--- config.mk ---
export PLATFORM = sky130hd
export DESIGN_NAME = fp_addsub_pipe_flat
export DESIGN_NICKNAME = d
export VERILOG_FILES = /design/src/rtl/fp_pkg.sv /design/src/rtl/fp_addsub_if.sv /design/src/rtl/fp_lzc.sv /design/src/rtl/fp_addsub_pipe.sv /design/src/flat_wrapper.sv
export SDC_FILE = /design/constraint.sdc
export NUM_CORES = 1
export LEC_CHECK = 0
export ABC_AREA = 1
export CAP_MARGIN = 20
export CORE_UTILIZATION = 50
export CTS_BUF_LIST = sky130_fd_sc_hd__clkbuf_16
export DETAILED_ROUTE_END_ITERATION = 8
export GPL_TIMING_DRIVEN = 0
export HOLD_SLACK_MARGIN = 0.12
export PLACE_DENSITY = 0.72
export REMOVE_ABC_BUFFERS = 1
export SETUP_SLACK_MARGIN = 0.15
export SLEW_MARGIN = 20
export SYNTH_ARGS = -nofsm -noshare
export SYNTH_HDL_FRONTEND = slang
export SYNTH_SLANG_ARGS = --single-unit
--- constraint.sdc ---
create_clock -name clk -period 3.6 [get_ports clk]
set_input_delay 0.72 -clock clk [delete_from_list [all_inputs] [get_ports clk]]
set_output_delay 0.72 -clock clk [all_outputs]
set_load 0.05 [all_outputs]
--- src/rtl/fp_pkg.sv ---
// Shared floating-point definitions: operand classes, flag bit positions and
// reference constants for the default single-precision format.
package fp_pkg;

    localparam int EXP_W_DEF = 8;
    localparam int MAN_W_DEF = 23;
    localparam int BIAS      = 2**(EXP_W_DEF-1) - 1;
    localparam int EXP_MAX   = 2**EXP_W_DEF - 1;
    localparam logic [31:0] QNAN = 32'h7FC0_0000;

    typedef enum logic [2:0] {
        FP_ZERO,
        FP_NORM,
        FP_INF,
        FP_QNAN,
        FP_SNAN
    } fp_class_t;

    localparam int FLAG_INV = 2;
    localparam int FLAG_OVF = 1;
    localparam int FLAG_INX = 0;

endpackage

--- src/rtl/fp_addsub_if.sv ---
// Issue-side and writeback-side bus of the FP add/sub unit.
// Valid/ready: a beat transfers on a rising edge where valid & ready are both 1;
// the source holds its payload stable while valid is high and ready is low.
interface fp_addsub_if #(
    parameter int EXP_W = 8,
    parameter int MAN_W = 23,
    parameter int TAG_W = 5,
    parameter int DST_W = 5
);
    logic                   in_valid;
    logic                   in_ready;
    logic                   op;
    logic [EXP_W+MAN_W:0]   A;
    logic [EXP_W+MAN_W:0]   B;
    logic [TAG_W-1:0]       tag_in;
    logic [DST_W-1:0]       dst_in;
    logic                   wr_en_in;
    logic                   out_valid;
    logic                   out_ready;
    logic [EXP_W+MAN_W:0]   result;
    logic [TAG_W-1:0]       tag_out;
    logic [DST_W-1:0]       dst_out;
    logic                   wr_en_out;
    logic [2:0]             flags;

    modport master (
        output in_valid, op, A, B, tag_in, dst_in, wr_en_in, out_ready,
        input  in_ready, out_valid, result, tag_out, dst_out, wr_en_out, flags
    );

    modport slave (
        input  in_valid, op, A, B, tag_in, dst_in, wr_en_in, out_ready,
        output in_ready, out_valid, result, tag_out, dst_out, wr_en_out, flags
    );
endinterface

--- src/rtl/fp_lzc.sv ---
// Combinational leading-zero counter; an all-zero input reports W.
module fp_lzc #(
    parameter  int W  = 27,
    localparam int CW = $clog2(W+1)
) (
    input  logic [W-1:0]  value,
    output logic [CW-1:0] count
);
    always_comb begin
        count = CW'(W);
        for (int i = 0; i < W; i++) begin
            if (value[i]) count = CW'(W-1-i);
        end
    end
endmodule

--- src/rtl/fp_addsub_pipe.sv ---
// Stallable 4-stage floating-point add/subtract: align, add, normalise,
// round/pack. Specials are resolved at alignment and ride down the pipe.
module fp_addsub_pipe
    import fp_pkg::*;
#(
    parameter int EXP_W = 8,
    parameter int MAN_W = 23,
    parameter int TAG_W = 5,
    parameter int DST_W = 5
) (
    input logic       clk,
    input logic       rst,
    fp_addsub_if.slave bus
);
    localparam int W   = 1 + EXP_W + MAN_W;
    localparam int AW  = MAN_W + 4;
    localparam int SW  = MAN_W + 5;
    localparam int EW2 = EXP_W + 2;
    localparam int LZW = $clog2(AW+1);
    localparam logic [EXP_W-1:0] SH_CAP = EXP_W'(MAN_W + 3);
    localparam logic [EW2-1:0]   EMAX2  = EW2'((1 << EXP_W) - 1);
    localparam logic [W-1:0] QNAN_L = {1'b0, {EXP_W{1'b1}}, 1'b1, {(MAN_W-1){1'b0}}};

    typedef struct packed {
        logic [TAG_W-1:0] tag;
        logic [DST_W-1:0] dst;
        logic             wr_en;
    } meta_t;

    typedef struct packed {
        logic valid; meta_t meta; logic special; logic [W-1:0] sp_res; logic [2:0] sp_flags;
        logic xs; logic ys; logic [EXP_W-1:0] ex; logic [AW-1:0] x_al; logic [AW-1:0] y_al;
    } s1_t;

    typedef struct packed {
        logic valid; meta_t meta; logic special; logic [W-1:0] sp_res; logic [2:0] sp_flags;
        logic sign; logic eff_sub; logic [EXP_W-1:0] ex; logic [SW-1:0] sum;
    } s2_t;

    typedef struct packed {
        logic valid; meta_t meta; logic special; logic [W-1:0] sp_res; logic [2:0] sp_flags;
        logic sign; logic zero; logic uf; logic [EW2-1:0] exp; logic [AW-1:0] man;
    } s3_t;

    function automatic fp_class_t classify(input logic [EXP_W-1:0] e, input logic [MAN_W-1:0] f);
        if (e == '0) return FP_ZERO;
        if (e != '1) return FP_NORM;
        if (f == '0) return FP_INF;
        return f[MAN_W-1] ? FP_QNAN : FP_SNAN;
    endfunction

    s1_t s1, n1;
    s2_t s2, n2;
    s3_t s3, n3;
    logic adv;

    assign adv          = !bus.out_valid || bus.out_ready;
    assign bus.in_ready = adv;

    // S1: classify, order by magnitude, align the smaller operand
    fp_class_t        cls_a, cls_b;
    logic             a_s, b_s, swap, a_nan, b_nan;
    logic [W-2:0]     a_mag, b_mag, x_mag, y_mag;
    logic [MAN_W:0]   x_man, y_man;
    logic [EXP_W-1:0] diff;
    logic [AW-1:0]    y_sh, y_lost;

    always_comb begin
        n1    = '0;
        cls_a = classify(bus.A[W-2:MAN_W], bus.A[MAN_W-1:0]);
        cls_b = classify(bus.B[W-2:MAN_W], bus.B[MAN_W-1:0]);
        a_s   = bus.A[W-1];
        b_s   = bus.B[W-1] ^ bus.op;
        a_mag = (cls_a == FP_ZERO) ? '0 : bus.A[W-2:0];
        b_mag = (cls_b == FP_ZERO) ? '0 : bus.B[W-2:0];
        swap  = b_mag > a_mag;
        x_mag = swap ? b_mag : a_mag;
        y_mag = swap ? a_mag : b_mag;
        x_man = {|x_mag[W-2:MAN_W], x_mag[MAN_W-1:0]};
        y_man = {|y_mag[W-2:MAN_W], y_mag[MAN_W-1:0]};
        diff  = x_mag[W-2:MAN_W] - y_mag[W-2:MAN_W];
        {y_sh, y_lost} = {y_man, 3'b000, {AW{1'b0}}} >> diff;

        n1.valid = bus.in_valid;
        n1.meta  = {bus.tag_in, bus.dst_in, bus.wr_en_in};
        n1.xs    = swap ? b_s : a_s;
        n1.ys    = swap ? a_s : b_s;
        n1.ex    = x_mag[W-2:MAN_W];
        n1.x_al  = {x_man, 3'b000};
        if (diff >= SH_CAP) n1.y_al = {{(AW-1){1'b0}}, |y_man};
        else                n1.y_al = {y_sh[AW-1:1], y_sh[0] | (|y_lost)};

        a_nan = (cls_a == FP_QNAN) || (cls_a == FP_SNAN);
        b_nan = (cls_b == FP_QNAN) || (cls_b == FP_SNAN);
        if (a_nan || b_nan) begin
            n1.special = 1'b1;
            n1.sp_res  = QNAN_L;
            n1.sp_flags[FLAG_INV] = (cls_a == FP_SNAN) || (cls_b == FP_SNAN);
        end else if (cls_a == FP_INF && cls_b == FP_INF && a_s != b_s) begin
            n1.special = 1'b1;
            n1.sp_res  = QNAN_L;
            n1.sp_flags[FLAG_INV] = 1'b1;
        end else if (cls_a == FP_INF) begin
            n1.special = 1'b1;
            n1.sp_res  = {a_s, {EXP_W{1'b1}}, {MAN_W{1'b0}}};
        end else if (cls_b == FP_INF) begin
            n1.special = 1'b1;
            n1.sp_res  = {b_s, {EXP_W{1'b1}}, {MAN_W{1'b0}}};
        end
    end

    // S2: magnitude add/subtract; X >= Y so the difference never goes negative
    always_comb begin
        n2          = '0;
        n2.valid    = s1.valid;
        n2.meta     = s1.meta;
        n2.special  = s1.special;
        n2.sp_res   = s1.sp_res;
        n2.sp_flags = s1.sp_flags;
        n2.sign     = s1.xs;
        n2.eff_sub  = s1.xs != s1.ys;
        n2.ex       = s1.ex;
        n2.sum      = n2.eff_sub ? ({1'b0, s1.x_al} - {1'b0, s1.y_al})
                                 : ({1'b0, s1.x_al} + {1'b0, s1.y_al});
    end

    // S3: normalise
    logic [LZW-1:0] lz;
    fp_lzc #(.W(AW)) u_lzc (.value(s2.sum[AW-1:0]), .count(lz));

    always_comb begin
        n3          = '0;
        n3.valid    = s2.valid;
        n3.meta     = s2.meta;
        n3.special  = s2.special;
        n3.sp_res   = s2.sp_res;
        n3.sp_flags = s2.sp_flags;
        n3.sign     = s2.sign;
        n3.exp      = {2'b00, s2.ex};
        n3.man      = s2.sum[AW-1:0];
        if (s2.sum[SW-1]) begin
            n3.man = {s2.sum[SW-1:2], s2.sum[1] | s2.sum[0]};
            n3.exp = n3.exp + EW2'(1);
        end else if (s2.sum == '0) begin
            // an exact cancellation is +0; only two like-signed zeros keep their sign
            n3.zero = 1'b1;
            n3.sign = s2.sign & ~s2.eff_sub;
        end else begin
            n3.man = s2.sum[AW-1:0] << lz;
            n3.exp = n3.exp - EW2'(lz);
            if (n3.exp[EW2-1] || n3.exp == '0) begin
                n3.zero = 1'b1;
                n3.uf   = 1'b1;
            end
        end
    end

    // S4: round to nearest even and pack
    logic             g, r, st, inc;
    logic [MAN_W+1:0] m_r;
    logic [EW2-1:0]   r_exp;
    logic [MAN_W-1:0] r_frac;
    logic [W-1:0]     n4_res;
    logic [2:0]       n4_flags;

    always_comb begin
        g        = s3.man[2];
        r        = s3.man[1];
        st       = s3.man[0];
        inc      = g & (r | st | s3.man[3]);
        m_r      = {1'b0, s3.man[AW-1:3]} + {{(MAN_W+1){1'b0}}, inc};
        r_exp    = s3.exp;
        r_frac   = m_r[MAN_W-1:0];
        if (m_r[MAN_W+1]) begin
            r_exp  = r_exp + EW2'(1);
            r_frac = m_r[MAN_W:1];
        end
        n4_flags = '0;
        if (s3.special) begin
            n4_res   = s3.sp_res;
            n4_flags = s3.sp_flags;
        end else if (s3.zero) begin
            n4_res = {s3.sign, {(W-1){1'b0}}};
            n4_flags[FLAG_INX] = s3.uf;
        end else if (r_exp >= EMAX2) begin
            n4_res = {s3.sign, {EXP_W{1'b1}}, {MAN_W{1'b0}}};
            n4_flags[FLAG_OVF] = 1'b1;
            n4_flags[FLAG_INX] = 1'b1;
        end else begin
            n4_res = {s3.sign, r_exp[EXP_W-1:0], r_frac};
            n4_flags[FLAG_INX] = g | r | st;
        end
    end

    always_ff @(posedge clk or negedge rst) begin
        if (!rst) begin
            s1            <= '0;
            s2            <= '0;
            s3            <= '0;
            bus.out_valid <= 1'b0;
            bus.result    <= '0;
            bus.flags     <= '0;
            bus.tag_out   <= '0;
            bus.dst_out   <= '0;
            bus.wr_en_out <= 1'b0;
        end else if (adv) begin
            s1            <= n1;
            s2            <= n2;
            s3            <= n3;
            bus.out_valid <= s3.valid;
            bus.result    <= n4_res;
            bus.flags     <= n4_flags;
            bus.tag_out   <= s3.meta.tag;
            bus.dst_out   <= s3.meta.dst;
            bus.wr_en_out <= s3.meta.wr_en;
        end
    end
endmodule

--- src/flat_wrapper.sv ---
// flat-port wrapper written by rule: the top's interface ports become plain ports
module fp_addsub_pipe_flat import fp_pkg::*;
#(
    parameter int EXP_W = 8,
    parameter int MAN_W = 23,
    parameter int TAG_W = 5,
    parameter int DST_W = 5
)
  (clk, rst, bus_in_valid, bus_op, bus_A, bus_B, bus_tag_in, bus_dst_in, bus_wr_en_in, bus_out_ready, bus_in_ready, bus_out_valid, bus_result, bus_tag_out, bus_dst_out, bus_wr_en_out, bus_flags);
  fp_addsub_if #(.EXP_W(EXP_W), .MAN_W(MAN_W), .TAG_W(TAG_W), .DST_W(DST_W)) bus_i ();
  input logic clk;
  input logic rst;
  input wire logic [$bits(bus_i.in_valid)-1:0] bus_in_valid;
  input wire logic [$bits(bus_i.op)-1:0] bus_op;
  input wire logic [$bits(bus_i.A)-1:0] bus_A;
  input wire logic [$bits(bus_i.B)-1:0] bus_B;
  input wire logic [$bits(bus_i.tag_in)-1:0] bus_tag_in;
  input wire logic [$bits(bus_i.dst_in)-1:0] bus_dst_in;
  input wire logic [$bits(bus_i.wr_en_in)-1:0] bus_wr_en_in;
  input wire logic [$bits(bus_i.out_ready)-1:0] bus_out_ready;
  output wire logic [$bits(bus_i.in_ready)-1:0] bus_in_ready;
  output wire logic [$bits(bus_i.out_valid)-1:0] bus_out_valid;
  output wire logic [$bits(bus_i.result)-1:0] bus_result;
  output wire logic [$bits(bus_i.tag_out)-1:0] bus_tag_out;
  output wire logic [$bits(bus_i.dst_out)-1:0] bus_dst_out;
  output wire logic [$bits(bus_i.wr_en_out)-1:0] bus_wr_en_out;
  output wire logic [$bits(bus_i.flags)-1:0] bus_flags;
  assign bus_i.in_valid = bus_in_valid;
  assign bus_i.op = bus_op;
  assign bus_i.A = bus_A;
  assign bus_i.B = bus_B;
  assign bus_i.tag_in = bus_tag_in;
  assign bus_i.dst_in = bus_dst_in;
  assign bus_i.wr_en_in = bus_wr_en_in;
  assign bus_i.out_ready = bus_out_ready;
  assign bus_in_ready = bus_i.in_ready;
  assign bus_out_valid = bus_i.out_valid;
  assign bus_result = bus_i.result;
  assign bus_tag_out = bus_i.tag_out;
  assign bus_dst_out = bus_i.dst_out;
  assign bus_wr_en_out = bus_i.wr_en_out;
  assign bus_flags = bus_i.flags;
  fp_addsub_pipe #(.EXP_W(EXP_W), .MAN_W(MAN_W), .TAG_W(TAG_W), .DST_W(DST_W)) u_core (.clk(clk), .rst(rst), .bus(bus_i));
endmodule
# After elaboration in Yosys (flattened, before gate mapping)
# Index checks and enable logic that the tools add are counted.
# totals
reg_bits	324
in_bits	80
out_inout_bits	48
wordCells	177
# op_classes
add_sub_neg	7
magnitude_cmp	3
n_eq_ne	10
n_shift	2
n_mux	83
bitwise	10
reduce_logical	21
# ops
op	n
$mux 31	6
$mux 5	26
$mux 33	3
$shr 54x8->54	1
$logic_not 23->1	2
$mux 3	15
$mux 38	1
$mux 37	1
$mux 34	1
$mux 32	1
$gt 31x31->1	1
$reduce_or 31->1	1
$add 27x27->28	1
$logic_not 28->1	1
$mux 28	1
$sub 27x27->28	1
$mux 27	1
$reduce_or 27->1	1
$shl 27x5->27	1
$add 24x1->25	1
$mux 1	23
$mux 23	1
$logic_not 8->1	2
$ne 8x8->1 const B	2
other kinds (21)	41

# Logic depth before layout (Yosys ltp)
# Gate-level depths: netlist of the first run.
# logic_depth
word_depth	33
ltp_mapped	43
depth_no_buf	42

# Modules after synthesis
# Synthesis of the first run repeated with hierarchy kept, for this count alone.
# hier_totals
hier_cells	2753
hier_area_um2	18211.2
# by_module_without_submodules
module	n_inst	cells_per_inst	area_each_um2	seq_area_each_um2
fp_addsub_pipe	1	2673	17858.4	5855.6
fp_lzc	1	80	352.8	0.0

# Worst setup path before layout of the first run
# OpenSTA, ideal clock, no wires.
# synth_path
kind	input port to flip-flop
start	input port bus_A[26]
end	register u_core.s1[0] in the netlist's numbering
setup_ns	0.116
arrival_ns	4.661
t_required_ns	3.484
slack_ns	-1.178
path_stages	35
n_path_buf	3
cell_sequence	inv_1 nand3_1 nor3_1 clkbuf_1 nor2_1 inv_1 ha_1 a21o_1 nor2_1 nand2_1 a21oi_1 nand2_4 nand2_4 nand2_1 nand2_1 nand2_1 ha_1 clkbuf_1 inv_1 buf_1 nand3_1 nand3_1 nand2_1 nand2_1 nand3_1 nand2_1 nand2_1 nor2_1 nand3_1 nand2_1 clkinv_1 nand2_1 nand2_1 nand2_1 nand2_1
# synth_via
elab_chain_len	15
word_cells_on_any_way	23
cone_classes	add/sub: 1; order compare: 2; eq/ne: 1; shift: 1; mux: 12; bitwise: 1; reduce/logical: 5
# synth_lines
element	line_no	source
from (decl)	flat_wrapper.sv:15	input wire logic [$bits(bus_i.A)-1:0] bus_A;
$ne 8x8->1	fp_addsub_pipe.sv:47	if (e != '1) return FP_NORM;
$mux 3	fp_addsub_pipe.sv:47	
$mux 3	fp_addsub_pipe.sv:48	if (f == '0) return FP_INF;
$mux 3	fp_addsub_pipe.sv:49	return f[MAN_W-1] ? FP_QNAN : FP_SNAN;
$mux 3	fp_addsub_pipe.sv:48	
$mux 3	fp_addsub_pipe.sv:47	
$logic_not 3->1	fp_addsub_pipe.sv:74	a_mag = (cls_a == FP_ZERO) ? '0 : bus.A[W-2:0];
$mux 31 (*)	fp_addsub_pipe.sv:74	
$gt 31x31->1	fp_addsub_pipe.sv:76	swap = b_mag > a_mag;
$mux 31, on equally long branches	fp_addsub_pipe.sv:77, fp_addsub_pipe.sv:78	
$sub 8x8->8 or $reduce_or 8->1 (tied branches)	fp_addsub_pipe.sv:81, fp_addsub_pipe.sv:80	
$shr 54x8->54	fp_addsub_pipe.sv:82	{y_sh, y_lost} = {y_man, 3'b000, {AW{1'b0}}} >> diff;
$reduce_or 27->1	fp_addsub_pipe.sv:91	else n1.y_al = {y_sh[AW-1:1], y_sh[0] | (|y_lost)};
$or 1x1->1	fp_addsub_pipe.sv:91	
$mux 27 (*)	fp_addsub_pipe.sv:90	if (diff >= SH_CAP) n1.y_al = {{(AW-1){1'b0}}, |y_man};
to (signal assigned)	fp_addsub_pipe.sv:207	s1 <= n1;
to (decl)	fp_addsub_pipe.sv:52	s1_t s1, n1;
# Every way passes the cells marked *; elsewhere a longest branch is shown, timed or not. The select of a mux whose other input is x is not followed.
# A chain may end at the register's enable or synchronous reset.

# Final worst setup path of the first run
# layout_path
start	input port bus_B[27]
end	register u_core.s1[0] in the netlist's numbering
# layout_via
elab_chain_len	15
word_cells_on_any_way	23
cone_classes	add/sub: 1; order compare: 2; eq/ne: 1; shift: 1; mux: 12; bitwise: 1; reduce/logical: 5
# layout_lines
element	line_no	source
from (decl)	flat_wrapper.sv:16	input wire logic [$bits(bus_i.B)-1:0] bus_B;
$ne 8x8->1	fp_addsub_pipe.sv:47	
$mux 3	fp_addsub_pipe.sv:47	
$mux 3	fp_addsub_pipe.sv:48	
$mux 3	fp_addsub_pipe.sv:49	
$mux 3	fp_addsub_pipe.sv:48	
$mux 3	fp_addsub_pipe.sv:47	
$logic_not 3->1	fp_addsub_pipe.sv:75	b_mag = (cls_b == FP_ZERO) ? '0 : bus.B[W-2:0];
$mux 31 (*)	fp_addsub_pipe.sv:75	
$gt 31x31->1	fp_addsub_pipe.sv:76	
$mux 31, on equally long branches	fp_addsub_pipe.sv:77, fp_addsub_pipe.sv:78	
$sub 8x8->8 or $reduce_or 8->1 (tied branches)	fp_addsub_pipe.sv:81, fp_addsub_pipe.sv:80	
$shr 54x8->54	fp_addsub_pipe.sv:82	
$reduce_or 27->1	fp_addsub_pipe.sv:91	
$or 1x1->1	fp_addsub_pipe.sv:91	
$mux 27 (*)	fp_addsub_pipe.sv:90	
# Marks and branches as above.

==> results of run 1 <==
[state kept, by name (all words and copies together) (netlist names)]
register              flops
u_core.s3                54
u_core.s1                52
u_core.s2                38
u_core.bus.result        32
u_core.n2                25
u_core.n3                16
u_core.bus.dst_out        5
u_core.bus.tag_out        5
u_core.bus.flags          3
u_core.bus.out_valid      1
u_core.bus.wr_en_out      1
u_core.g                  1
u_core.r                  1
[cell usage after synthesis, types with 8 or more instances]
master,count
o22ai_1,32
clkbuf_1,89
o21ai_0,323
xor2_1,49
nor4_1,21
a21oi_1,112
a31oi_1,12
nor2_1,199
nor3_1,20
buf_6,8
buf_2,15
buf_1,23
o31ai_1,14
nand2_1,755
nand4_1,46
nand3_1,214
nand2_2,13
o211ai_1,13
dfrtp_1,234
inv_1,319
ha_1,89
o21bai_1,8
[report_power, final]
part	switching, mW	internal [mW]	total (mW)	leakage, nW
Combinational	8.12	5.11	13.2	8.47
Clock	1.17	1.68	2.84	0.462
Sequential	1.03	3.73	4.77	2.88
[tightest hold or removal path, cell delays in order]
cell,delay (ns)
buf_8,0.10
nand2_2,0.07
a31oi_1,0.07
[cell families after synthesis]
logic type / after synthesis / synth area share
simple gates: 1294 / 0.3052
compound gates: 566 / 0.1744
buf+inv: 467 / 0.1021
flops: 234 / 0.3245
fa+ha+maj: 91 / 0.06393
xor+xnor: 56 / 0.02760
mux: 4 / 0.002219
[metrics by stage]
| stage | area, sq um | hold WS, ns | instances |
|---|---|---|---|
| 3_3_place_gp | 19280 | 0.4510 | 3162 |
| 5_1_grt | 25000 | 0.4597 | 3453 |
| 2_1_floorplan | 17440 | 0.4244 | 2574 |
| 6_report | 25000 | 0.4560 | 3453 |
| 4_1_cts | 23250 | 0.4196 | 3387 |
| 3_5_place_dp | 19590 | 0.4546 | 3175 |
[cells in the final DEF (no fill, tap or decap), types with 10 or more instances in the layout]
| cell | synthesis | final |
|---|---|---|
| nand2_8 | 0 | 21 |
| o211ai_1 | 13 | 13 |
| o22ai_2 | 0 | 22 |
| xor2_1 | 49 | 44 |
| clkinv_1 | 5 | 10 |
| nor3_1 | 20 | 14 |
| o21ai_1 | 6 | 56 |
| o21ai_2 | 2 | 48 |
| clkdlybuf4s50_1 | 0 | 109 |
| clkbuf_16 | 0 | 29 |
| o22ai_1 | 32 | 10 |
| nor2_1 | 199 | 156 |
| inv_1 | 319 | 276 |
| buf_6 | 8 | 52 |
| buf_8 | 0 | 11 |
| nand3_1 | 214 | 180 |
| inv_2 | 5 | 35 |
| nand2_4 | 3 | 23 |
| buf_12 | 0 | 23 |
| nand2_2 | 13 | 54 |
| nor2_2 | 2 | 21 |
| a21oi_1 | 112 | 92 |
| nor2_4 | 1 | 26 |
| ha_4 | 0 | 14 |
| o21ai_0 | 323 | 217 |
| a31oi_1 | 12 | 10 |
| o21ai_4 | 0 | 10 |
| clkinvlp_4 | 0 | 12 |
| a21oi_2 | 0 | 18 |
| dfrtp_1 | 234 | 229 |
| nand2_1 | 755 | 688 |
| nor4_1 | 21 | 17 |
| ha_1 | 89 | 74 |
| nand4_1 | 46 | 46 |
| buf_4 | 3 | 125 |
| nand3_2 | 5 | 36 |
[per-layer routing]
layer,share of wire,vias to the layer above,track usage
met3,0.057,269,0.03855
li1,-,9498,-
met5,0,-,0
met4,0.068,0,0.1793
met1,0.39,9315,0.3820
met2,0.48,805,0.5589
[worst paths after layout]
kind,endpoint
max,u_core.s1[0]
min,u_core.n2[33]
max reg2reg,u_core.s3[37]
min reg2reg,u_core.s3[86]
max in group asynchronous,u_core.s1[43]
min in group asynchronous,u_core.bus.result[30]
[what timing repair did]
action	in CTS	in global routing
pin swaps	79	155
setup endpoints to repair	134	130
gates resized for setup	394	364
cloned	24	5
setup buffers	135	61
hold buffers	1	0
hold endpoints to repair	45	0
[area by class of cell]
class,instances,area (sq um),area share
Sequential cell,234,5862,0.2345
Inverter,329,1331,0.05325
Timing Repair Buffer,342,3595,0.1438
Clock inverter,23,198.9,0.007958
Tap cell,461,576.8,0.02307
Clock buffer,29,725.7,0.02903
Timing Repair inverter,4,27.53,0.001101
Multi-Input combinational cell,2031,12680,0.5073
==> summary.txt, run 1 <==
STA
  • Final setup fails: 62
  • Max-slew violation total from the final report: 0
  • RSZ-0062 raised after global routing: true
  • Worst-margin pin slew: 0.9823 ns
  • Final setup TNS: -38.21 ns
  • Peak Freq: 193.4 MHz
  • Crit path time final: 5.170 ns
  • Max transition margin: 0.3436
  • Worst Slack Setup Final: -1.570 ns
  • Max Clock Skew: 0.01116 ns
  • Final count of hold timing violations: 0
  • Period utilisation layout: 1.436

Clock network
  • Clock H-tree levels: 1
  • CTS clk-pin slew, worst paths: 0.06 ns
  • Clock latency on the worst-skew pair: 0.56 ns
  • CTS root buffer: clkbuf_16
  • Sinks on Clock Net: 234
  • Total CTS buffers: 28
  • Maximum clock path buffer count: 3
  • CTS tree: yes

Drt
  • Vias per cell: 5.759
  • DR pass1 iterations: 5
  • Initial DRC count: 1,546
  • Total Wirelength: 63,100 um
  • Wire length per cell: 18.28 um
  • DR DRC count: 0
  • Post-route ant nets: 0
  • Total number of vias: 19,890

Setup path
  • Levels on crit path: 39
  • CP max stage delay: 0.58 ns
  • Slowest cell on crit path: ha_4
  • Setup crit start kind: input pin
  • Worst Path Class, Setup: input pin to register
  • CP delay by family, top: simple AND/OR/NAND/NOR gates
  • Crit. End Element: register
  • Critical Path Start: bus_B[27]
  • Crit-path max FO: 38
  • Reg2reg setup slack: -0.22 ns
  • Critical path buffer and inverter count: 9
  • CP dominant cell by count: nand2_1
  • R2R cell count: 34
  • Reg2reg start: u_core.s2[2]
  • Required @ worst endpoint: 4.05 ns
  • WP data arrival: 5.62 ns

Synthesis
  • Post-synth top area share: 0.3245
  • Yosys Warn Count: 0
  • Dominant synthesized flop cell: dfrtp_1
  • Cell taking the most area after synthesis: dfrtp_1
  • Post-synth EDFFs: 0
  • Cells after synthesis: 2,712
  • Post-synth cell types: 58
  • Async S/R FF share, synth: 1.000
  • Synthesized area per cell: 6.654 sq um
  • #FFs+latches synth: 234
  • Post-synthesis cell area: 0.01804 sq mm
  • Post-synthesis sequential area ratio: 0.3245
  • Top post-synthesis cells by area: dfrtp_1, nand2_1, o21ai_0

GRT
  • First-pass GRT wire length: 93,840 um
  • Vias in the first global route: 18,350
  • Initial antenna violation count: 0
  • Largest net degree at the start of global routing: 105
  • Total gr overflow: 0
  • Global Route Usage Sum: 0.3207

Cells and area
  • Final Core Density: 0.7028
  • Area delta synth->final: 38.54%
  • Final net count: 3,141
  • ANT cells: 0
  • Share of layout cells above drive strength 1: 0.2346
  • Fillers: 2,803

Power
  • LEAKAGE: 11.81 nW
  • PwrDens: 833.5 mW/mm^2
  • Maximum vdd drop: 0.8612 mV
  • Final Total Pwr: 20.84 mW

Floorplanning
  • Starting Density: 0.5073
  • Floorplan row count: 69
  • Die Height: 192.0 um
  • Die X: 192.0 um
  • Core box area: 0.03557 sq mm
  • # IOs: 128
  • DIE AREA: 0.03685 sq mm

Placement
  • I/O Buffers: 127
  • Dpl ws: -4.549 ns
  • DPL Wire Length: 39,050 um
  • Gp weighted congestion: 0.9166

Job
  • Max_cap viols: 0

Outcome
  • Failing checks: setup timing
  • Status: finished with violations

Min path
  • Hold Crit Depth: 3
  • Worst hold path startpoint: bus_A[28]
  • Worst hold path class: input pin to register
No activity file was read; power rests on OpenSTA's default activity.
==> inputs of run 2 (changes only) <==
--- a/config.mk
+++ b/config.mk
@@ -7,12 +7,15 @@
 export LEC_CHECK = 0
 export ABC_AREA = 1
 export CAP_MARGIN = 20
-export CORE_UTILIZATION = 50
+export CELL_PAD_IN_SITES_DETAIL_PLACEMENT = 0
+export CELL_PAD_IN_SITES_GLOBAL_PLACEMENT = 1
+export CORE_UTILIZATION = 39
 export CTS_BUF_LIST = sky130_fd_sc_hd__clkbuf_16
+export CTS_CLUSTER_SIZE = 16
 export DETAILED_ROUTE_END_ITERATION = 8
 export GPL_TIMING_DRIVEN = 0
 export HOLD_SLACK_MARGIN = 0.12
-export PLACE_DENSITY = 0.72
+export PLACE_DENSITY_LB_ADDON = 0.1
 export REMOVE_ABC_BUFFERS = 1
 export SETUP_SLACK_MARGIN = 0.15
 export SLEW_MARGIN = 20
==> summary.txt, run 2 (same netlist as run 1, synthesis figures left out) <==
Cells and area
  • Leading registers by flop count: u_core.s3 x54, u_core.s1 x52, u_core.s2 x38
  • Commonest non-fill, non-tap cell in the layout: nand2_1
  • Non-filler cells, final: 3,632 (+5.2%)
  • Area delta synth->final: 43.29%
  • Final instance area: 0.02586 sq mm (+3.4%)
  • ANT cells: 0 (unchanged)
  • Final net count: 3,186 (+1.4%)
  • Top reg by flops: u_core.s3
  • Share of layout cells above drive strength 1: 0.2652 (+0.03055)
  • Max reg flops: 54 (unchanged)
  • Most frequent cells in the layout: nand2_1, inv_1, dfrtp_1, o21ai_0, buf_4

Setup path
  • Critical R2R Capture: u_core.s3[37]
  • CP dominant cell by count: nand2_1
  • WP data arrival: 5.37 ns (-0.25 ns)
  • Slowest cell on crit path: nor3_4
  • Crit. End Element: register
  • Setup crit start kind: input pin
  • Reg2reg setup slack: -0.18 ns (+0.04 ns)
  • R2R cell count: 20 (-41%)
  • Worst Path Class, Setup: input pin to register
  • Reg2reg start: u_core.s2[3]
  • Required @ worst endpoint: 4.07 ns (+0.02 ns)
  • CP max stage delay: 0.25 ns (-0.33 ns)
  • Crit-path max FO: 10 (-74%)

Clock network
  • Clock H-tree levels: 1 (unchanged)
  • Clock latency on the worst-skew pair: 0.58 ns (+0.02 ns)
  • CTS root buffer: clkbuf_16
  • Sinks on Clock Net: 234 (unchanged)
  • Maximum clock path buffer count: 3 (unchanged)
  • Total CTS buffers: 29 (+3.6%)
  • CTS clk-pin slew, worst paths: 0.06 ns (about the same)
  • CTS tree: yes

Drt
  • Wire length per cell: 18.41 um (+0.73%)
  • Total number of vias: 19,560 (-1.7%)
  • DR pass1 iterations: 6 (+1)
  • DR DRC count: 0 (unchanged)
  • Post-route ant nets: 0 (unchanged)
  • Initial DRC count: 1,542 (-0.26%)
  • Total Wirelength: 66,860 um (+6.0%)
  • Vias per cell: 5.385 (-6.5%)

STA
  • Peak Freq: 204.5 MHz (+5.7%)
  • Final setup TNS: -29.36 ns (+8.845 ns)
  • Max transition margin: 0.2363 (-0.1073)
  • Final setup fails: 34 (-45%)
  • Worst Slack Setup Final: -1.291 ns (+0.2791 ns)
  • Final count of hold timing violations: 0 (unchanged)
  • Period utilisation layout: 1.359 (-0.07754)
  • Worst-margin pin slew: 1.137 ns (+0.1545 ns)
  • Max Clock Skew: 0.01425 ns (+0.003091 ns)
  • RSZ-0062 raised after global routing: true
  • Crit path time final: 4.891 ns (-0.2791 ns)
  • Max-slew violation total from the final report: 0 (unchanged)

Power
  • Maximum vdd drop: 0.6357 mV (-26%)
  • PwrDens: 832.5 mW/mm^2 (-0.11%)
  • LEAKAGE: 12.11 nW (+2.5%)

Min path
  • Hold Path End: u_core.bus.out_valid
  • Worst hold path startpoint: u_core.s3[87]
  • Hold Crit Depth: 1 (-2)
  • Worst hold path class: register to register

Floorplanning
  • Die Height: 217.1 um (+13%)
  • Floorplan row count: 78 (+13%)
  • DIE AREA: 0.04713 sq mm (+28%)
  • Die X: 217.1 um (+13%)
  • Core box area: 0.04548 sq mm (+28%)
  • Starting Density: 0.3968 (-0.1105)
  • # IOs: 128 (unchanged)

GRT
  • Global Route Usage Sum: 0.2704 (-0.05032)
  • First-pass GRT wire length: 101,600 um (+8.3%)
  • Total gr overflow: 0 (unchanged)
  • Largest net degree at the start of global routing: 82 (-22%)
  • Initial antenna violation count: 0 (unchanged)
  • Vias in the first global route: 18,730 (+2.1%)

Placement
  • Gp weighted congestion: 0.8872 (-3.2%)
  • I/O Buffers: 127 (unchanged)
  • DPL Wire Length: 42,600 um (+9.1%)
  • Placed cell count: 3,315 (+4.4%)
  • Dpl cell area: 0.01982 sq mm (+1.2%)

Outcome
  • Status: finished with violations
  • Failing checks: setup timing

Job
  • Max_cap viols: 0 (unchanged)
==> run 2: changes by cell type in the layout (fill, tap and decap cells not counted), sizes merged <==
cell           before  now
buf               226  261
clkdlybuf4s50     109  110
nand2             786  788
clkdlybuf4s15       5    0
xor2               50   51
bufinv              3    4
clkinv             18   14
a31oi              12   13
clkbuf             29   33
clkinvlp           13   11
inv               322  326
bufbuf              1    0
nand3             224  227
==> run 2: worst max-delay path: cells and delay by family <==
family                   cells  cell delay, ns
adder cells (fa/ha/maj)      2            0.38
buffers and inverters       13            1.58
AO/OA/AOI/OAI                2            0.29
AND/OR/NAND/NOR             27            2.37
==> run 2: routing by layer <==
layer  GRT usage  share of wire  vias to the layer above
li1            -              -                     9599
met1      0.3300           0.41                     9217
met2      0.4789           0.49                      552
met3     0.02264          0.040                      189
met4      0.1291          0.057                        0
met5           0              0                        -
==> run 2: layout make-up <==
cell class / count / area [sq um]
fillers: 4339 / 19620
multi-input cells: 2038 / 13040
flip-flops and latches: 234 / 5864
repair buffers: 376 / 3900
inverters: 329 / 1318
well taps: 600 / 750.7
clock buffers: 29 / 725.7
clock inverters: 19 / 196.4
repair inverters: 7 / 60.06
==> run 2: worst max-delay path by stage <==
| stage | start | to | cells past startpoint |
|---|---|---|---|
| after floorplan | u_core.bus.out_valid | u_core.n2[37] | 5 |
| after global routing | bus_A[23] | u_core.s1[0] | 43 |
| after detailed placement | bus_A[26] | u_core.s1[4] | 32 |
| after CTS | bus_A[28] | u_core.s1[0] | 42 |
| final | bus_A[23] | u_core.s1[0] | 44 |
| after global placement | bus_out_ready | bus_in_ready | 4 |
==> run 2: through the flow <==
stage                     power, mW    util  hold WS [ns]  worst slack, ns
after detailed placement      14.32  0.4358        0.4523           -4.410
after CTS                     19.22  0.5227        0.4562           -1.266
after global placement        13.65  0.4279        0.4479           -19.09
final                         21.53  0.5685        0.4650           -1.291
after global routing          23.15  0.5685        0.4640           -1.556
after floorplan               11.38       -        0.4244           -9.380
==> run 2: what timing repair did <==
| item | in CTS | in global routing |
|---|---|---|
| gates cloned | 34 | 6 |
| hold buffers | 1 | 0 |
| buffers inserted | 148 | 80 |
| pin swaps | 99 | 156 |
| setup endpoints to repair | 136 | 107 |
| gates resized for setup | 434 | 398 |
| endpoints found under the hold margin | 15 | 0 |
==> run 2: where the power goes <==
group / total (mW) / internal (mW) / switching [mW]
sequential: 4.78 / 3.73 / 1.04
combinational: 13.9 / 5.48 / 8.38
clock: 2.88 / 1.73 / 1.15
==> inputs of run 3 (changes only) <==
--- a/config.mk
+++ b/config.mk
@@ -5,11 +5,10 @@
 export SDC_FILE = /design/constraint.sdc
 export NUM_CORES = 1
 export LEC_CHECK = 0
-export ABC_AREA = 1
 export CAP_MARGIN = 20
 export CELL_PAD_IN_SITES_DETAIL_PLACEMENT = 0
 export CELL_PAD_IN_SITES_GLOBAL_PLACEMENT = 1
-export CORE_UTILIZATION = 39
+export CORE_UTILIZATION = 41
 export CTS_BUF_LIST = sky130_fd_sc_hd__clkbuf_16
 export CTS_CLUSTER_SIZE = 16
 export DETAILED_ROUTE_END_ITERATION = 8
==> summary.txt, run 3 <==
Floorplanning
  • Core box area: 0.04204 sq mm (-7.6%)
  • # IOs: 128 (unchanged)
  • Die Height: 208.7 um (-3.9%)
  • Starting Density: 0.4167 (+0.01995)
  • DIE AREA: 0.04356 sq mm (-7.6%)
  • Die X: 208.7 um (-3.9%)
  • Floorplan row count: 75 (-3.8%)

STA
  • Final count of hold timing violations: 0 (unchanged)
  • Worst-margin pin slew: 0.8639 ns (-0.2729 ns)
  • Worst Slack Setup Final: -1.934 ns (-0.6427 ns)
  • Crit path time final: 5.534 ns (+0.6427 ns)
  • Peak Freq: 180.7 MHz (-12%)
  • Max transition margin: 0.4168 (+0.1804)
  • Final setup fails: 49 (+44%)
  • Max Clock Skew: 0.01310 ns (-0.001157 ns)
  • Period utilisation layout: 1.537 (+0.1785)
  • Max-slew violation total from the final report: 0 (unchanged)
  • RSZ-0062 raised after global routing: true

Placement
  • Gp weighted congestion: 0.8902 (+0.34%)
  • Dpl ws: -5.291 ns (-0.8802 ns)
  • DPL Wire Length: 40,010 um (-6.1%)
  • Dpl cell area: 0.01944 sq mm (-1.9%)
  • I/O Buffers: 127 (unchanged)

GRT
  • Top Usage Layer GRT: met2
  • Met2 Usage GRT: 0.4700 (-0.008914)
  • Initial antenna violation count: 2 (+2)
  • Total gr overflow: 0 (unchanged)
  • Vias in the first global route: 17,200 (-8.2%)
  • Global Route Usage Sum: 0.2684 (-0.001952)
  • Met1 usage: 0.3284 (-0.001631)
  • GR Util met3: 0.02750 (+0.004861)
  • First-pass GRT wire length: 93,720 um (-7.8%)
  • Largest net degree at the start of global routing: 95 (+16%)

Setup path
  • Crit. End Element: register
  • R2R cell count: 12 (-40%)
  • Crit-path max FO: 7 (-3)
  • Critical R2R Capture: u_core.s3[34]
  • Reg2reg start: u_core.s2[25]
  • Reg2reg setup slack: -0.23 ns (-0.05 ns)
  • Required @ worst endpoint: 4.06 ns (about the same)
  • Setup crit start kind: input pin
  • CP max stage delay: 0.38 ns (+0.13 ns)
  • WP data arrival: 5.99 ns (+0.62 ns)
  • Worst Path Class, Setup: input pin to register
  • Slowest cell on crit path: a211o_4

Cells and area
  • Commonest non-fill, non-tap cell in the layout: nand2_1
  • Fillers: 3,786 (-13%)
  • Area delta synth->final: 42.05%
  • Top reg by flops: u_core.s3
  • Share of layout cells above drive strength 1: 0.2797 (+0.01458)
  • Leading registers by flop count: u_core.s3 x54, u_core.s1 x52, u_core.s2 x38
  • Most frequent cells in the layout: nand2_1, dfrtp_1, nor2_1, buf_4, a21oi_1
  • Final net count: 2,688 (-16%)
  • FF/Latch Area: 0.005866 sq mm (about the same)
  • Area of the multi-input gates: 0.01323 sq mm (+1.5%)
  • Max reg flops: 54 (unchanged)
  • Final instance area: 0.02489 sq mm (-3.7%)

Clock network
  • Clock latency on the worst-skew pair: 0.58 ns (about the same)
  • CTS tree: yes
  • CTS clk-pin slew, worst paths: 0.05 ns (about the same)
  • Total CTS buffers: 29 (unchanged)
  • Clock H-tree levels: 1 (unchanged)
  • CTS root buffer: clkbuf_16
  • Maximum clock path buffer count: 3 (unchanged)
  • Sinks on Clock Net: 234 (unchanged)

Min path
  • Worst hold path startpoint: u_core.s3[87]
  • Hold Path End: u_core.s3[87]
  • Worst hold path class: register to register
  • Hold Crit Depth: 2 (+1)

Synthesis
  • Top post-synthesis cells by area: dfrtp_1, nand2_1, ha_1
  • Largest family of logic cells by synthesized area: simple AND/OR/NAND/NOR gates
  • Post-synthesis sequential area ratio: 0.3342 (+0.009734)
  • Dominant synthesized flop cell: dfrtp_1
  • Post-synth EDFFs: 0 (unchanged)
  • Post-synthesis mux area share: 0.08220 (+0.07998)
  • Most frequent cell after synthesis: nand2_1
  • Post-synth top area share: 0.3342 (+0.009734)
  • Synthesized area per cell: 7.867 sq um (+18%)
  • Cell taking the most area after synthesis: dfrtp_1
  • Post-synth cell types: 89 (+53%)
  • Simple-gate share of the synthesized area: 0.2249 (-0.08033)
  • Commonest cells in the synthesized netlist: nand2_1, dfrtp_1, nor2_1
  • Cells after synthesis: 2,227 (-18%)
  • Async S/R FF share, synth: 1.000 (unchanged)
  • Synth Area in Compound Gates: 0.2018 (+0.02737)
  • Synth Area in XOR/XNOR: 0.03885 (+0.01125)
  • #FFs+latches synth: 234 (unchanged)
  • Yosys Warn Count: 0 (unchanged)
  • Post-synthesis cell area: 0.01752 sq mm (-2.9%)
  • Post-Synth Adder-Cell Area: 0.06585 (+0.001918)

Drt
  • Post-route ant nets: 0 (unchanged)
  • Total Wirelength: 61,200 um (-8.5%)
  • Initial DRC count: 1,213 (-21%)
  • Vias per cell: 5.700 (+5.9%)
  • DR DRC count: 0 (unchanged)
  • Wire length per cell: 19.88 um (+8.0%)
  • DR pass1 iterations: 6 (unchanged)
  • Total number of vias: 17,550 (-10%)

Power
  • Combinational share of power: 0.628 (-0.016)
  • Switch share: 0.4632 (-0.02832)
  • PwrDens: 827.0 mW/mm^2 (-0.67%)
  • Final Total Pwr: 20.58 mW (-4.4%)
  • Clock power share: 0.135 (about the same)
  • Internal: 11.05 mW (+0.93%)
  • Maximum vdd drop: 0.4320 mV (-32%)
  • Net Sw Power: 9.532 mW (-9.9%)
  • LEAKAGE: 10.72 nW (-11%)
  • Sequential share of power: 0.237 (+0.015)

Job
  • Max_cap viols: 0 (unchanged)

Outcome
  • Failing checks: setup timing
  • Status: finished with violations
run 3: how the worst max path moves through the flow:
| stage | from | to | slack [ns] | cells after the start |
|---|---|---|---|---|
| final | bus_B[26] | u_core.s1[0] | -1.93 | 26 |
| after global routing | bus_B[26] | u_core.s1[0] | -2.03 | 26 |
| after CTS | bus_B[28] | u_core.s1[0] | -1.77 | 25 |
| after detailed placement | bus_A[27] | u_core.s1[0] | -5.29 | 23 |
| after global placement | bus_out_ready | bus_in_ready | -20.68 | 4 |
| after floorplan | bus_out_ready | u_core.bus.result[4] | -11.40 | 5 |
run 3: stage by stage:
step | utilization | TNS (ns) | hold WS [ns] | cells
2_1_floorplan | - | -2264.01 | 0.4244 | 2091
3_3_place_gp | 0.4499 | -6082.55 | 0.4430 | 2757
3_5_place_dp | 0.4625 | -224.47 | 0.4468 | 2779
4_1_cts | 0.5598 | -35.82 | 0.4408 | 3013
5_1_grt | 0.5919 | -49.39 | 0.4830 | 3077
6_report | 0.5920 | -40.17 | 0.4614 | 3078
run 3: power by group through the flow:
| stage | registers, mW | clock network, mW | logic [mW] |
|---|---|---|---|
| floorplan | 5.33 | 0 | 5.90 |
| global placement | 4.72 | 0 | 8.59 |
| detailed placement | 4.88 | 0 | 9.33 |
| CTS | 4.86 | 2.83 | 11.7 |
| global route | 5.06 | 2.94 | 13.9 |
| finish | 4.89 | 2.77 | 12.9 |
run 3: layer usage:
metal  wire length [um]  share of wire
met1              25460           0.42
met2              29860           0.49
met3               2282          0.037
met4               3599          0.059
met5                  0              0
run 3: kinds of logic (layout without fill, tap and decap cells):
| family | count (synthesis) | count (layout) |
|---|---|---|
| AOI/OAI and AO/OA | 561 | 565 |
| xor gates and xnor gates | 73 | 77 |
| adders and majority gates | 91 | 91 |
| buffers and inverters | 233 | 529 |
| DFF | 234 | 234 |
| muxes | 130 | 130 |
| other | 0 | 1 |
| and+or+nand+nor | 905 | 912 |
run 3: timing repair:
action	CTS	global route
gates resized for setup	490	196
endpoints found under the setup margin	139	124
endpoints found under the hold margin	20	0
pin swaps	151	137
cloned	14	4
hold buffers	1	0
buffers inserted	167	60
run 3: critical path: cells and delay by family:
kind / cells / cell delay (ns)
XOR/XNOR: 1 / 0.22
adder cells (fa/ha/maj): 1 / 0.26
multiplexers: 1 / 0.32
buffers and inverters: 7 / 1.16
AND/OR/NAND/NOR: 6 / 1.12
AO/OA/AOI/OAI: 10 / 2.15
run 3: area by class of cell:
| cell class | count | area share |
|---|---|---|
| antenna | 1 | 0.0001006 |
| timing repair buffer | 379 | 0.1530 |
| clock buffer | 29 | 0.02916 |
| inverter | 97 | 0.01609 |
| sequential | 234 | 0.2357 |
| multi-input combinational | 1775 | 0.5317 |
| timing repair inverter | 1 | 0.0003519 |
| tap | 539 | 0.02710 |
| clock inverter | 23 | 0.006838 |
